[src/rtl/mux_alu_if.sv]
// Bus between the ALU functional units and the result-select stage:
// operand results and select code in, registered result and status flags out.
interface mux_alu_if #(
  parameter int WIDTH = 32
);
  logic             EN;
  logic [2:0]       ALUSEL;
  logic [WIDTH-1:0] AND;
  logic [WIDTH-1:0] OR;
  logic [WIDTH-1:0] RES;
  logic [WIDTH-1:0] SUM;
  logic [WIDTH-1:0] LLS;
  logic [WIDTH-1:0] ASR;
  logic [WIDTH-1:0] ALUOut;
  logic             Zero;
  logic             Neg;
  logic             SelErr;

  modport master (
    output EN, ALUSEL, AND, OR, RES, SUM, LLS, ASR,
    input  ALUOut, Zero, Neg, SelErr
  );

  modport slave (
    input  EN, ALUSEL, AND, OR, RES, SUM, LLS, ASR,
    output ALUOut, Zero, Neg, SelErr
  );
endinterface

[src/rtl/mux_alu.sv]
// Result-select stage of the ALU: picks one of six precomputed results by ALUSEL,
// registers it together with zero, negative and illegal-select flags.
module mux_alu #(
  parameter int WIDTH = 32
) (
  input logic       CLK,
  input logic       RST,
  mux_alu_if.slave  bus
);
  localparam int NOPS = 6;

  logic [WIDTH-1:0] operand [NOPS];
  logic [WIDTH-1:0] masked [NOPS];
  logic [NOPS-1:0]  onehot;
  logic [WIDTH-1:0] sel_value_next;
  logic             sel_err_next;
  logic             zero_next;
  logic             neg_next;

  logic [WIDTH-1:0] aluout_reg;
  logic             zero_reg;
  logic             neg_reg;
  logic             sel_err_reg;

  // Operand order matches the select code: index == ALUSEL.
  assign operand[0] = bus.AND;
  assign operand[1] = bus.OR;
  assign operand[2] = bus.RES;
  assign operand[3] = bus.SUM;
  assign operand[4] = bus.LLS;
  assign operand[5] = bus.ASR;

  always_comb begin
    onehot       = '0;
    sel_err_next = 1'b0;
    case (bus.ALUSEL)
      3'b000:  onehot[0] = 1'b1;
      3'b001:  onehot[1] = 1'b1;
      3'b010:  onehot[2] = 1'b1;
      3'b011:  onehot[3] = 1'b1;
      3'b100:  onehot[4] = 1'b1;
      3'b101:  onehot[5] = 1'b1;
      default: sel_err_next = 1'b1;
    endcase
  end

  // AND-OR mux: an illegal code leaves every mask clear, so the result is zero.
  genvar gi;
  generate
    for (gi = 0; gi < NOPS; gi++) begin : g_mask
      assign masked[gi] = operand[gi] & {WIDTH{onehot[gi]}};
    end
  endgenerate

  always_comb begin
    sel_value_next = '0;
    for (int i = 0; i < NOPS; i++) begin
      sel_value_next = sel_value_next | masked[i];
    end
  end

  assign zero_next = ~|sel_value_next;
  assign neg_next  = sel_value_next[WIDTH-1];

  always_ff @(posedge CLK) begin
    if (RST) begin
      aluout_reg  <= '0;
      zero_reg    <= 1'b1;
      neg_reg     <= 1'b0;
      sel_err_reg <= 1'b0;
    end else if (bus.EN) begin
      aluout_reg  <= sel_value_next;
      zero_reg    <= zero_next;
      neg_reg     <= neg_next;
      sel_err_reg <= sel_err_next;
    end
  end

  assign bus.ALUOut = aluout_reg;
  assign bus.Zero   = zero_reg;
  assign bus.Neg    = neg_reg;
  assign bus.SelErr = sel_err_reg;
endmodule

[src/flat_wrapper.sv]
// flat-port wrapper written by rule: the top's interface ports become plain ports
module mux_alu_flat 
#(
  parameter int WIDTH = 32
)
  (CLK, RST, bus_EN, bus_ALUSEL, bus_AND, bus_OR, bus_RES, bus_SUM, bus_LLS, bus_ASR, bus_ALUOut, bus_Zero, bus_Neg, bus_SelErr);
  mux_alu_if #(.WIDTH(WIDTH)) bus_i ();
  input logic CLK;
  input logic RST;
  input wire logic [$bits(bus_i.EN)-1:0] bus_EN;
  input wire logic [$bits(bus_i.ALUSEL)-1:0] bus_ALUSEL;
  input wire logic [$bits(bus_i.AND)-1:0] bus_AND;
  input wire logic [$bits(bus_i.OR)-1:0] bus_OR;
  input wire logic [$bits(bus_i.RES)-1:0] bus_RES;
  input wire logic [$bits(bus_i.SUM)-1:0] bus_SUM;
  input wire logic [$bits(bus_i.LLS)-1:0] bus_LLS;
  input wire logic [$bits(bus_i.ASR)-1:0] bus_ASR;
  output wire logic [$bits(bus_i.ALUOut)-1:0] bus_ALUOut;
  output wire logic [$bits(bus_i.Zero)-1:0] bus_Zero;
  output wire logic [$bits(bus_i.Neg)-1:0] bus_Neg;
  output wire logic [$bits(bus_i.SelErr)-1:0] bus_SelErr;
  assign bus_i.EN = bus_EN;
  assign bus_i.ALUSEL = bus_ALUSEL;
  assign bus_i.AND = bus_AND;
  assign bus_i.OR = bus_OR;
  assign bus_i.RES = bus_RES;
  assign bus_i.SUM = bus_SUM;
  assign bus_i.LLS = bus_LLS;
  assign bus_i.ASR = bus_ASR;
  assign bus_ALUOut = bus_i.ALUOut;
  assign bus_Zero = bus_i.Zero;
  assign bus_Neg = bus_i.Neg;
  assign bus_SelErr = bus_i.SelErr;
  mux_alu #(.WIDTH(WIDTH)) u_core (.CLK(CLK), .RST(RST), .bus(bus_i));
endmodule
[config.mk]
export PLATFORM = sky130hd
export DESIGN_NAME = mux_alu_flat
export DESIGN_NICKNAME = d
export VERILOG_FILES = /design/src/rtl/mux_alu_if.sv /design/src/rtl/mux_alu.sv /design/src/flat_wrapper.sv
export SDC_FILE = /design/constraint.sdc
export NUM_CORES = 1
export LEC_CHECK = 0
export BUFFER_PORTS_ARGS = -buffer_cell sky130_fd_sc_hd__buf_2
export CAP_MARGIN = 20
export CORE_UTILIZATION = 36
export CTS_CLUSTER_DIAMETER = 80
export DETAILED_ROUTE_END_ITERATION = 8
export PLACE_DENSITY = 0.78
export SLEW_MARGIN = 20
export SYNTH_ARGS = -nofsm -noshare
export SYNTH_HDL_FRONTEND = slang
export SYNTH_SLANG_ARGS = --single-unit
[constraint.sdc]
create_clock -name CLK -period 1.75 [get_ports CLK]
set_input_delay 0.0875 -clock CLK [delete_from_list [all_inputs] [get_ports CLK]]
set_output_delay 0.0875 -clock CLK [all_outputs]
set_load 0.005 [all_outputs]
==> summary.md <==
| Metric | Value |
|---|---|
| Outcome | `finished clean` |
| Number of enable-type register cells in the synthesized netlist | `0` |
| Vias per Instance | `5.44` |
| Highest fanout seen on the critical path | `14` |
| Top_reg_cell synth | `dfxtp_1` |
| Met3 usage in global routing | `5.14%` |
| Chip width | `91.9 um` |
| Remaining max-slew budget at the tightest pin | `56.3%` |
| Dpl cell area | `4530 um^2` |
| Clock-pin slew reported for the worst setup and hold paths after clock tree synthesis | `0.08 ns` |
| Global-route wire length before repair | `18,700 um` |
| Final number of hold-violating endpoints | `0` |
| Cells after Synth | `333` |
| Fraction of registers with async set/reset | `0%` |
| Met1 layer usage reported by global route | `30.8%` |
| Placement Rows | `32` |
| Post-Syn Nets | `531` |
| Slew at the pin closest to its max-slew limit | `0.656 ns` |
| TritonCTS clock tree | `yes` |
| Maximum clock frequency | `584 MHz` |
| Worst endpoint required time | `1.95 ns` |
| Arrival @ worst endpoint | `1.91 ns` |
| Setup-violating endpoint count in the final report | `0` |
| Maximum root-to-sink buffer count | `2` |
| Worst slack, placed | `-0.571 ns` |
| Antenna violations before repair | `2` |
| Pin count of the biggest net entering global routing | `46` |
| Starting utilization of the core area | `37.5%` |
| GR Util All Layers | `28.3%` |
| DP Wirelength | `10,100 um` |
| Total non-filler cell area in the finished layout | `4840 um^2` |
| Max-slew violation total from the final report | `0` |
| Setup slack of the critical path after layout | `0.0389 ns` |
| Met2 track demand over resource | `53.2%` |
| CTS sink cnt | `34` |
| Type of the worst setup path | `primary input to register` |
| Number of buffers inserted by port buffering | `232` |
| Post-DRT Antenna Nets | `0` |
| Relative area change from synthesis to final layout | `66.4%` |
| Final GP Congestion | `0.940` |
| Number of I/O pins | `233` |
| Number of distinct library cell variants in the gate-level netlist after synthesis | `42` |
| Routed wire length | `12,400 um` |
| Min-Delay Path Class | `primary input to register` |
| Setup repair after global routing missed its margin | `false` |
| DIE HEIGHT | `91.9 um` |
| Max-cap check violation count | `0` |
| Count of H-tree levels built during CTS | `2` |
| Via Count | `3,855` |
| Total clock buffers created by CTS | `5` |
| Leakage power summed over all cells | `2.43 nW` |
| Number of warning messages in the yosys log | `0` |
| Number of design rule violations left after detail routing | `0` |
| Post-route clock period utilization | `97.8%` |
| Count of TritonRoute iterations in the first routing pass | `5` |
| Iteration-0 DRC count of the detailed router | `165` |
| Average wire length per cell after detail routing | `17.5 um` |
| Layout cells sized above 1 | `61.6%` |
| Clock latency reported for the late side of the worst-skew pair | `0.29 ns` |
| Tmin final | `1.71 ns` |
| Power density of the placed cells | `579 nW/um^2` |
| Most common cell after layout, fill and taps aside | `buf_2` |
| Area enclosed by the die boundary | `8450 um^2` |
| Startpoint of the lowest-slack hold path | `bus_EN` |
| Final core utilization | `62.4%` |
| Summed instance area of the synthesized netlist | `2910 um^2` |
| Setup crit end kind | `register` |
| Average footprint of a synthesized cell | `8.74 um^2` |
| Worst setup startpoint | `bus_ALUSEL[0]` |
| Net count of the finished layout | `803` |
| Root buffer selected by CTS | `clkbuf_8` |
| Top library cells by usage in the layout, fill and taps aside | `buf_2, buf_4, mux2_2` |
| Number of global-route vias before repair | `3,882` |
| Most utilized layer in the global route result | `met2` |
| Crit path launch type | `primary input` |
| Clock Skew | `0 ns` |
| Sequential-to-total area share from yosys stat | `23.4%` |
| Placeable core area | `7770 um^2` |
| #FFs+latches synth | `34` |
| IR drop worst, VDD | `0.000298 V` |
| Smallest hold slack | `0.189 ns` |
| Critical R2R Launch | `u_core.bus.ALUOut[6]` |
| Layout fillers | `692` |
| Overflow after GRT | `0` |
## layout make-up
cell class              count  area [um^2]  share of cell area, %
multi-input cells         261         2090                   43.1
repair buffers            300         1800                   37.1
flip-flops and latches     34          681                   14.1
well taps                 102          128                   2.63
clock buffers               5         68.8                   1.42
clock inverters             3         68.8                   1.42
inverters                   3         11.3                  0.232
diodes                      1         2.50                 0.0517
## through the flow
step | power, W | setup TNS (ns) | instances
after floorplan | 0.00134 | 0 | 333
after global placement | 0.00185 | -3.16 | 695
after detailed placement | 0.00187 | -5.46 | 695
after CTS | 0.00279 | 0 | 705
after global routing | 0.00294 | 0 | 709
final | 0.00280 | 0 | 709
## what timing repair did
action,in CTS,in global routing
pin swaps,7,10
hold endpoints to repair,0,0
setup buffers,2,3
setup endpoints to repair,4,1
gates resized for setup,20,14
hold buffers,0,0
## per-layer routing
metal	wire (um)	vias up
met5	0	-
met1	4630	1798
li1	-	1825
met4	353	0
met2	6480	203
met3	971	29
## critical path, cell delays in order
cell	delay [ns]
buf_8	0.11
buf_6	0.18
mux2_2	0.35
a22oi_1	0.18
o21ai_1	0.15
nor4_2	0.31
nand4_1	0.23
o31ai_2	0.29
## worst paths after layout
check	endpoint	slack [ns]	cells past startpoint
worst max-delay path	u_core.bus.Zero	0.04	8
worst min-delay path	u_core.bus.SelErr	0.19	4
worst max register to register	u_core.bus.ALUOut[6]	1.01	2
worst min register to register	u_core.bus.SelErr	0.47	2
## power breakdown
group	internal, W	leakage (nW)	switching, W
Combinational	0.000600	2.08	0.000466
Clock	0.000571	0.0683	0.000310
Sequential	0.000828	0.280	0.0000297
Total	0.00200	2.43	0.000806
## cells by family after synthesis
kind of cell           share of synthesized area (%)
AOI/OAI and AO/OA                               23.1
buffers and inverters                           7.05
DFF                                             23.4
muxes                                           33.5
and+or+nand+nor                                 12.9
## cell usage after synthesis (4+ instances only)
cell type,instances,area share [%]
buf_2,11,1.9
buf_6,5,1.9
o21ai_0,12,2.1
nand2_1,21,2.7
a21oi_1,10,1.7
clkbuf_1,11,1.4
nor3_1,4,0.69
a2bb2oi_1,6,1.8
dfxtp_1,34,23
nor2b_1,5,1.1
mux2i_1,27,9.3
mux2_1,7,2.7
a222oi_1,5,1.7
mux2_2,47,18
nor4_1,4,0.86
nor2_1,36,4.6
a31oi_1,6,1.3
buf_1,5,0.64
a221oi_1,10,3.0
a22oi_1,23,5.9
a211oi_1,9,2.3
## sequential cells by signal, indices dropped and copies added (netlist names)
name and count:
u_core.bus.Zero 1, u_core.bus.ALUOut 32, u_core.bus.SelErr 1
Note: power is estimated with default switching activity, not from simulation.
